[src/rtl/uart_tx_fifo_pkg.sv]
// Shared constants for the UART transmit path: data width, default FIFO sizing
// and the bit positions of the FIFO flags inside the status register.
package uart_tx_fifo_pkg;

  localparam int UART_DATA_W    = 8;
  localparam int FIFO_DEPTH_DEF = 16;
  localparam int FIFO_AF_DEF    = 12;

  localparam int ST_EMPTY_BIT    = 0;
  localparam int ST_FULL_BIT     = 1;
  localparam int ST_ALMOST_BIT   = 2;
  localparam int ST_OVERFLOW_BIT = 3;

  typedef logic [UART_DATA_W-1:0] uart_byte_t;

endpackage

[src/rtl/uart_tx_fifo_if.sv]
// Bundle between the register interface / transmit controller and the TX FIFO.
// The FIFO sits on the slave modport; whoever drives pushes and controller handshakes uses master.
interface uart_tx_fifo_if #(
  parameter int DEPTH = uart_tx_fifo_pkg::FIFO_DEPTH_DEF
);
  import uart_tx_fifo_pkg::*;

  logic                   wr_valid;
  uart_byte_t             wr_data;
  logic                   wr_ready;
  logic                   flush;
  logic                   clear_overflow;
  logic                   tx_enable;
  logic                   tx_ready;
  logic                   tx_w_en;
  uart_byte_t             tx_w_data;
  logic [$clog2(DEPTH):0] count;
  logic                   empty;
  logic                   full;
  logic                   almost_full;
  logic                   overflow;

  modport master (
    output wr_valid, wr_data, flush, clear_overflow, tx_enable, tx_ready,
    input  wr_ready, tx_w_en, tx_w_data, count, empty, full, almost_full, overflow
  );

  modport slave (
    input  wr_valid, wr_data, flush, clear_overflow, tx_enable, tx_ready,
    output wr_ready, tx_w_en, tx_w_data, count, empty, full, almost_full, overflow
  );

endinterface

[src/rtl/uart_tx_fifo_ram.sv]
// FIFO storage: DEPTH bytes, synchronous write, asynchronous read so the head
// byte can be presented first-word-fall-through. Contents are deliberately not reset.
module uart_fifo_ram
  import uart_tx_fifo_pkg::*;
#(
  parameter int DEPTH  = FIFO_DEPTH_DEF,
  parameter int ADDR_W = $clog2(DEPTH)
) (
  input  logic              Clk,
  input  logic              we,
  input  logic [ADDR_W-1:0] waddr,
  input  uart_byte_t        wdata,
  input  logic [ADDR_W-1:0] raddr,
  output uart_byte_t        rdata
);

  uart_byte_t mem [DEPTH];

  always_ff @(posedge Clk) begin
    if (we) mem[waddr] <= wdata;
  end

  assign rdata = mem[raddr];

endmodule

[src/rtl/uart_tx_fifo.sv]
// Byte FIFO feeding the UART transmit controller: pointer/flag/overflow logic around
// uart_fifo_ram. A byte leaves on the exact cycle the controller accepts it.
module uart_tx_fifo
  import uart_tx_fifo_pkg::*;
#(
  parameter int DEPTH     = FIFO_DEPTH_DEF,
  parameter int AF_THRESH = FIFO_AF_DEF
) (
  input  logic           Clk,
  input  logic           Resetn,
  uart_tx_fifo_if.slave  bus
);

  localparam int              ADDR_W  = $clog2(DEPTH);
  localparam logic [ADDR_W:0] DEPTH_C = (ADDR_W+1)'(DEPTH);
  localparam logic [ADDR_W:0] AF_C    = (ADDR_W+1)'(AF_THRESH);

  logic [ADDR_W:0] wr_ptr, rd_ptr;
  logic [ADDR_W:0] wr_ptr_nxt, rd_ptr_nxt, count_nxt;
  logic [ADDR_W:0] count_q;
  logic            empty_q, full_q, almost_full_q, overflow_q;
  logic            push, pop, overflow_evt;
  uart_byte_t      ram_rdata;

  // Flush wins over everything; otherwise push and pop advance independently.
  always_comb begin
    push         = bus.wr_valid & ~full_q;
    pop          = bus.tx_enable & bus.tx_ready & ~empty_q;
    overflow_evt = bus.wr_valid & full_q;
    wr_ptr_nxt   = wr_ptr;
    rd_ptr_nxt   = rd_ptr;
    if (bus.flush) begin
      wr_ptr_nxt = '0;
      rd_ptr_nxt = '0;
    end else begin
      if (push) wr_ptr_nxt = wr_ptr + 1'b1;
      if (pop)  rd_ptr_nxt = rd_ptr + 1'b1;
    end
    count_nxt = wr_ptr_nxt - rd_ptr_nxt;
  end

  always_ff @(posedge Clk or negedge Resetn) begin
    if (!Resetn) begin
      wr_ptr        <= '0;
      rd_ptr        <= '0;
      count_q       <= '0;
      empty_q       <= 1'b1;
      full_q        <= 1'b0;
      almost_full_q <= 1'b0;
      overflow_q    <= 1'b0;
    end else begin
      wr_ptr        <= wr_ptr_nxt;
      rd_ptr        <= rd_ptr_nxt;
      count_q       <= count_nxt;
      empty_q       <= (count_nxt == '0);
      full_q        <= (count_nxt == DEPTH_C);
      almost_full_q <= (count_nxt >= AF_C);
      // A new overflow event beats a simultaneous clear.
      if (overflow_evt)            overflow_q <= 1'b1;
      else if (bus.clear_overflow) overflow_q <= 1'b0;
    end
  end

  uart_fifo_ram #(.DEPTH(DEPTH), .ADDR_W(ADDR_W)) u_ram (
    .Clk   (Clk),
    .we    (push & ~bus.flush),
    .waddr (wr_ptr[ADDR_W-1:0]),
    .wdata (bus.wr_data),
    .raddr (rd_ptr[ADDR_W-1:0]),
    .rdata (ram_rdata)
  );

  assign bus.wr_ready    = ~full_q;
  assign bus.tx_w_en     = ~empty_q;
  assign bus.tx_w_data   = empty_q ? '0 : ram_rdata;
  assign bus.count       = count_q;
  assign bus.empty       = empty_q;
  assign bus.full        = full_q;
  assign bus.almost_full = almost_full_q;
  assign bus.overflow    = overflow_q;

endmodule

[src/flat_wrapper.sv]
// flat-port wrapper written by rule: the top's interface ports become plain ports
module uart_tx_fifo_flat import uart_tx_fifo_pkg::*;
#(
  parameter int DEPTH     = FIFO_DEPTH_DEF,
  parameter int AF_THRESH = FIFO_AF_DEF
)
  (Clk, Resetn, bus_wr_valid, bus_wr_data, bus_flush, bus_clear_overflow, bus_tx_enable, bus_tx_ready, bus_wr_ready, bus_tx_w_en, bus_tx_w_data, bus_count, bus_empty, bus_full, bus_almost_full, bus_overflow);
  uart_tx_fifo_if #(.DEPTH(DEPTH)) bus_i ();
  input  logic Clk;
  input  logic Resetn;
  input wire logic [$bits(bus_i.wr_valid)-1:0] bus_wr_valid;
  input wire logic [$bits(bus_i.wr_data)-1:0] bus_wr_data;
  input wire logic [$bits(bus_i.flush)-1:0] bus_flush;
  input wire logic [$bits(bus_i.clear_overflow)-1:0] bus_clear_overflow;
  input wire logic [$bits(bus_i.tx_enable)-1:0] bus_tx_enable;
  input wire logic [$bits(bus_i.tx_ready)-1:0] bus_tx_ready;
  output wire logic [$bits(bus_i.wr_ready)-1:0] bus_wr_ready;
  output wire logic [$bits(bus_i.tx_w_en)-1:0] bus_tx_w_en;
  output wire logic [$bits(bus_i.tx_w_data)-1:0] bus_tx_w_data;
  output wire logic [$bits(bus_i.count)-1:0] bus_count;
  output wire logic [$bits(bus_i.empty)-1:0] bus_empty;
  output wire logic [$bits(bus_i.full)-1:0] bus_full;
  output wire logic [$bits(bus_i.almost_full)-1:0] bus_almost_full;
  output wire logic [$bits(bus_i.overflow)-1:0] bus_overflow;
  assign bus_i.wr_valid = bus_wr_valid;
  assign bus_i.wr_data = bus_wr_data;
  assign bus_i.flush = bus_flush;
  assign bus_i.clear_overflow = bus_clear_overflow;
  assign bus_i.tx_enable = bus_tx_enable;
  assign bus_i.tx_ready = bus_tx_ready;
  assign bus_wr_ready = bus_i.wr_ready;
  assign bus_tx_w_en = bus_i.tx_w_en;
  assign bus_tx_w_data = bus_i.tx_w_data;
  assign bus_count = bus_i.count;
  assign bus_empty = bus_i.empty;
  assign bus_full = bus_i.full;
  assign bus_almost_full = bus_i.almost_full;
  assign bus_overflow = bus_i.overflow;
  uart_tx_fifo #(.DEPTH(DEPTH), .AF_THRESH(AF_THRESH)) u_core (.Clk(Clk), .Resetn(Resetn), .bus(bus_i));
endmodule
[config.mk]
export PLATFORM = sky130hd
export DESIGN_NAME = uart_tx_fifo_flat
export DESIGN_NICKNAME = d
export VERILOG_FILES = /design/src/rtl/uart_tx_fifo_pkg.sv /design/src/rtl/uart_tx_fifo_if.sv /design/src/rtl/uart_tx_fifo_ram.sv /design/src/rtl/uart_tx_fifo.sv /design/src/flat_wrapper.sv
export SDC_FILE = /design/constraint.sdc
export NUM_CORES = 1
export LEC_CHECK = 0
export BUFFER_PORTS_ARGS = -buffer_cell sky130_fd_sc_hd__buf_4
export CAP_MARGIN = 5
export CORE_AREA = 5 5 112 114
export CTS_CLUSTER_SIZE = 8
export DETAILED_ROUTE_END_ITERATION = 8
export DIE_AREA = 0 0 117 119
export GPL_TIMING_DRIVEN = 0
export PLACE_DENSITY = 0.73
export SKIP_CTS_REPAIR_TIMING = 1
export SLEW_MARGIN = 20
export SYNTH_ARGS = -nofsm -noshare
export SYNTH_HDL_FRONTEND = slang
export SYNTH_SLANG_ARGS = --single-unit
[constraint.sdc]
create_clock -name Clk -period 2.83 [get_ports Clk]
set_input_delay 0.4245 -clock Clk [delete_from_list [all_inputs] [get_ports Clk]]
set_output_delay 0.4245 -clock Clk [all_outputs]
set_load 0.03 [all_outputs]
==> impl_metrics.toml, run 1 <==
[outcome]
status = "finished clean"

[placed_design]
dp_hpwl_um = 7830
io_buffers = 33
post_dp_cell_area_um2 = 6460
gp_congestion = 0.759

[worst_hold_path]
worstHoldEndpoint = "u_core.bus.overflow$_DFFE_PN0P_"
hold_depth = 2
hp-class = "in2reg"
hold_start = "bus_clear_overflow"

[worst_setup_path]
crit_type = "reg2reg"
slowest_delay_ps = 560
r2r_slack_ps = 80
crit_slowest_cell = "dfstp_2"
worst-r2r-cell-count = 10
crit_required_ps = 3180
cp.arrival_ps = 3110
cp_max_fo = 3
crit_path_end_kind = "flip-flop"
critPathTopFamily = "simple AND/OR/NAND/NOR gates"
r2r_start = "u_core.bus.empty$_DFF_PN1_"
path_cells = "buf_12 > clkinvlp_4 > and3_4 > nand4_1 > xor2_1 > or2_2 > ha_4 > or3_4 > a2111o_1 > and3b_1"
reg2reg_to = "u_core.bus.empty$_DFF_PN1_"
start_kind = "flip-flop"
path_buf_inv = 2

[clock_network]
clkLatencyLatePin_ps = 410
cts_root_buf = "clkbuf_16"
cts_max_path_buffers = 2
cts_made_buffers = 17
htree_levels = 4
path_clk_slew_ps = 60
cts_tree = "yes"
clock_sinks = 147

[finish]
nets = 407
area_growth_pct = 21.0
mostFrequentLayoutCells = "128 x edfxtp_1, 40 x buf_4, 32 x mux4_2, 21 x nor2_1, 18 x dfrtp_1"
design_area_um2 = 7220
drive_above_1_share_pct = 35.7
num_antenna_cells = 0
n_fill_cell = 795
final_common_cell = "edfxtp_1"

[logic_synthesis]
synthAdderAreaFrac_pct = 2.22
synth_ff_type = "edfxtp_1"
ys_ff_latch = 147
synth.area.top_cells = "edfxtp_1 64%, mux4_2 12%, dfrtp_1 7.6%"
synth_edf_count = 128
synth_nets = 348
syn_avg_cell_area_um2 = 18.5
synth.top_cell.area_share_pct = 64.4
synthCells = 323
synth_cell_types = 42
synth_top_family_by_area = "multiplexers"
ys_seq_area_share_pct = 72.4
synthMuxAreaShare_pct = 12.2
syn_area_um2 = 5970
synth_async_sr_flop_share_pct = 12.9
synth_simple_gate_area_share_pct = 5.49
synth_compound_area_share_pct = 4.66
synth_xor_area_share_pct = 1.03
yosysWarnings = 0
yosys.area.top_type = "edfxtp_1"

[timing]
final-hold-violation-count = 0
finalClockSkew_ps = 6.80
finalCritPeriodShare_pct = 97.3
tightestPinTransition_ps = 841
fmax_mhz = 363
slew-limit-headroom_pct = 43.6
setup-violations-final = 0
fin_hold_ws_ps = 198
min_period_ps = 2750
drv_slew = 0

[route]
firstDrtPassIters = 5
num_vias = 3112
avgViaCountPerCell = 5.78
drt_iter0_drc = 260
wl_per_cell_um = 22.4
drcViolationCount = 0
drt-total-wl_um = 12000
ant_nets = 0

[flow_run]
maxCapViolations = 0

[die]
core_um2 = 11300
initial_core_util_pct = 52.7
dieHeight_um = 119
ios = 34
std_cell_rows = 39
dieWidth_um = 117
dieArea_um2 = 13900

[power_and_ir_drop]
ir_worst_vdd_mv = 0.602
power.share.sequential_pct = 43.8
p_int_uw = 4270
switching_share_pct = 24.0
p_clk_share_pct = 40.0
power_density_nw_per_um2 = 778
comb_power_share_pct = 16.2
leakage_uw = 0.00253
power_uw = 5620
power_switching_uw = 1350

[global_route]
track_usage_pct = 18.6
grt_max_degree = 20
overflow = 0
grt_pass1_vias = 3306
antenna_found_initial = 0
grt_pass1_wl_um = 18600
-- how the worst max path moves through the flow --
stage,startpoint,endpoint,slack [ps],cells past startpoint
4_1_cts,u_core.rd_ptr[1]$_DFF_PN0_,bus_tx_w_data[7],-370,6
2_1_floorplan,u_core.bus.empty$_DFF_PN1_,u_core.bus.empty$_DFF_PN1_,-20,11
3_5_place_dp,u_core.rd_ptr[1]$_DFF_PN0_,u_core.bus.empty$_DFF_PN1_,-230,10
6_report,u_core.bus.empty$_DFF_PN1_,u_core.bus.empty$_DFF_PN1_,80,10
3_3_place_gp,u_core.rd_ptr[1]$_DFF_PN0_,u_core.bus.full$_DFF_PN0_,-180,10
5_1_grt,u_core.bus.empty$_DFF_PN1_,u_core.bus.empty$_DFF_PN1_,-0.1,10
-- cell type report --
type | count | area, um2 | share of cell area, %
flip-flops and latches | 147 | 4320 | 59.8
multi-input cells | 151 | 1640 | 22.7
clock buffers | 21 | 470 | 6.52
repair buffers | 40 | 303 | 4.19
well taps | 143 | 179 | 2.48
clock inverters | 11 | 133 | 1.84
plain buffers | 15 | 133 | 1.84
inverters | 10 | 41.3 | 0.572
-- synth_stat cells (5+ instances only) --
master,number
edfxtp_1,128
mux4_2,32
nor2_1,22
dfrtp_1,18
a22oi_1,16
a21oi_1,12
inv_1,10
ha_1,9
nand2_1,7
xor2_1,6
buf_2,5
nor3_1,5
-- metrics by stage --
stage	instances	setup slack, ps	utilization, %	setup TNS [ps]
finish	538	76.9	63.8	0
global route	538	-0.136	63.8	-0.136
CTS	531	-369	62.4	-2630
detailed placement	499	-235	57.1	-458
global placement	499	-176	56.9	-349
floorplan	323	-23.7	-	-23.7
-- flip-flops by register name (all words and copies together), names as in the netlist --
signal                  count
u_core.bus.count            5
u_core.bus.empty            1
u_core.wr_ptr               5
u_core.bus.full             1
u_core.bus.almost_full      1
u_core.rd_ptr               5
u_core.bus.overflow         1
u_core.u_ram.mem          128
-- power by group through the flow --
stage	clock network [uW]	logic, uW	registers [uW]
after global routing	2360	977	2470
after CTS	2270	850	2460
after floorplan	0	474	2570
final	2250	909	2460
after global placement	0	824	2500
after detailed placement	0	844	2500
-- logic make-up after synthesis --
group,Yosys count
AO/OA/AOI/OAI,40
XOR/XNOR,7
adder cells (fa/ha/maj),10
buffers and inverters,25
flip-flops,147
multiplexers,33
AND/OR/NAND/NOR,61
-- metal layers --
layer,track usage [%],wire [um],up-vias
met5,0,0,-
met4,8.75,312,0
met3,4.56,639,22
met2,28.4,5890,104
met1,25.3,5200,1587
li1,-,-,1399
(Power assumes the default switching activity.)
==> inputs of run 2 (changes only) <==
--- a/config.mk
+++ b/config.mk
@@ -7,12 +7,12 @@
 export LEC_CHECK = 0
 export BUFFER_PORTS_ARGS = -buffer_cell sky130_fd_sc_hd__buf_4
 export CAP_MARGIN = 5
-export CORE_AREA = 5 5 112 114
+export CORE_AREA = 5 5 106 108
 export CTS_CLUSTER_SIZE = 8
 export DETAILED_ROUTE_END_ITERATION = 8
-export DIE_AREA = 0 0 117 119
+export DIE_AREA = 0 0 111 113
 export GPL_TIMING_DRIVEN = 0
-export PLACE_DENSITY = 0.73
+export PLACE_DENSITY = 0.78
 export SKIP_CTS_REPAIR_TIMING = 1
 export SLEW_MARGIN = 20
 export SYNTH_ARGS = -nofsm -noshare
==> constraint.sdc (replaced) <==
create_clock -name Clk -period 2.8 [get_ports Clk]
set_input_delay 0.42 -clock Clk [delete_from_list [all_inputs] [get_ports Clk]]
set_output_delay 0.42 -clock Clk [all_outputs]
set_load 0.03 [all_outputs]
==> impl_metrics.toml, run 2 (same netlist as run 1, synthesis figures left out) <==
[outcome]
status = "finished clean"

[timing]
grt_setup_unrepaired = "true"
drv_slew = 0
fmax_mhz = 365
min_period_ps = 2740
final-hold-violation-count = 0
finalClockSkew_ps = 5.86
setup-violations-final = 0
fin_setup_tns_ps = 0
slew-limit-headroom_pct = 43.4
fin_hold_ws_ps = 83.6
finalCritPeriodShare_pct = 97.7
tightestPinTransition_ps = 846

[route]
ant_nets = 0
avgViaCountPerCell = 6.05
wl_per_cell_um = 24.1
num_vias = 3220
firstDrtPassIters = 5
drt-total-wl_um = 12800
drcViolationCount = 0
drt_iter0_drc = 386

[power_and_ir_drop]
ir_worst_vdd_mv = 0.500
power_density_nw_per_um2 = 773
leakage_uw = 0.00253

[finish]
fin_cells = 532
drive_above_1_share_pct = 35.9
largest_reg_flops = 128
area_growth_pct = 20.9
num_antenna_cells = 0
final_common_cell = "edfxtp_1"
design_area_um2 = 7210
regMostFlops = "u_core.u_ram.mem"
nets = 408
mostFrequentLayoutCells = "128 x edfxtp_1, 40 x buf_4, 32 x mux4_2, 21 x nor2_1, 17 x dfrtp_1"

[clock_network]
cts_root_buf = "clkbuf_8"
cts_made_buffers = 17
cts_max_path_buffers = 2
htree_levels = 4
clock_sinks = 147
path_clk_slew_ps = 60
cts_tree = "yes"
clkLatencyLatePin_ps = 520

[worst_setup_path]
crit_type = "reg2out"
start_kind = "flip-flop"
crit_path_end_kind = "primary output"
crit_required_ps = 2380
cp_max_fo = 10
cp.arrival_ps = 2320

[die]
dieArea_um2 = 12500
ios = 34
core_um2 = 10100
initial_core_util_pct = 58.8
std_cell_rows = 37
dieHeight_um = 113
dieWidth_um = 111

[placed_design]
gp_congestion = 0.807
place.detailed.instances = 492
post_dp_cell_area_um2 = 6450
io_buffers = 33
dp_hpwl_um = 7720

[worst_hold_path]
hp-class = "in2reg"

[global_route]
grt_pass1_wl_um = 19500
track_usage_pct = 21.3
overflow = 0
grt_max_degree = 20
antenna_found_initial = 0
grt_pass1_vias = 3395

[flow_run]
maxCapViolations = 0
[run 2: changes by cell type in the layout (fill, tap and decap cells not counted), moves of 2 or more]
cell	delta
a22oi_1	-4
a21oi_2	-2
a22oi_2	+4
clkbuf_8	-2
a21oi_1	+2
[run 2: path summary, 6_finish.rpt]
path                                                  from  slack [ps]  cells past startpoint                               to
min reg2reg                u_core.bus.overflow$_DFFE_PN0P_         530                      2  u_core.bus.overflow$_DFFE_PN0P_
min in group asynchronous                           Resetn         300                      2    u_core.bus.count[4]$_DFF_PN0_
max in group asynchronous                           Resetn        2240                      2       u_core.bus.empty$_DFF_PN1_
max                             u_core.rd_ptr[0]$_DFF_PN0_          60                      6                 bus_tx_w_data[1]
min                                     bus_clear_overflow          80                      2  u_core.bus.overflow$_DFFE_PN0P_
max reg2reg                     u_core.bus.empty$_DFF_PN1_          70                     10       u_core.bus.empty$_DFF_PN1_
[run 2: layer usage]
metal	vias up	part of all wire [%]	wire [um]	global-route usage [%]
met5	-	0	0	0
met4	0	1.3	170	6.57
met3	15	7.3	934	5.40
met2	177	52	6680	34.7
met1	1631	39	5040	28.9
li1	1397	-	-	-
[run 2: metrics by stage]
stage / utilization, % / total power [uW] / worst slack, ps
after detailed placement: 63.6 / 3370 / -234
after global placement: 63.4 / 3350 / -206
after CTS: 69.2 / 5510 / -436
final: 71.2 / 5580 / 63.8
after global routing: 71.2 / 5790 / -43.9
after floorplan: - / 3080 / -53.7
[run 2: cell type report]
cell class	count	area (um2)
clock inverter	13	141
buffer	15	143
clock buffer	19	422
inverter	10	41.3
timing repair buffer	41	310
multi-input combinational	151	1670
fill	606	2920
tap	136	170
sequential	147	4320
[run 2: power breakdown]
group / leakage [uW] / switching, uW / internal (uW)
clock network: 0.000274 / 824 / 1340
registers: 0.00141 / 31.6 / 2460
logic: 0.000854 / 519 / 408
total: 0.00253 / 1370 / 4200
[run 2: worst max-delay path, stage by stage, from the launching register on]
cell and delay (ps):
dfrtp_1 370, buf_6 160, buf_8 180, mux4_2 560
a22oi_2 230, a21oi_1 110, buf_4 180
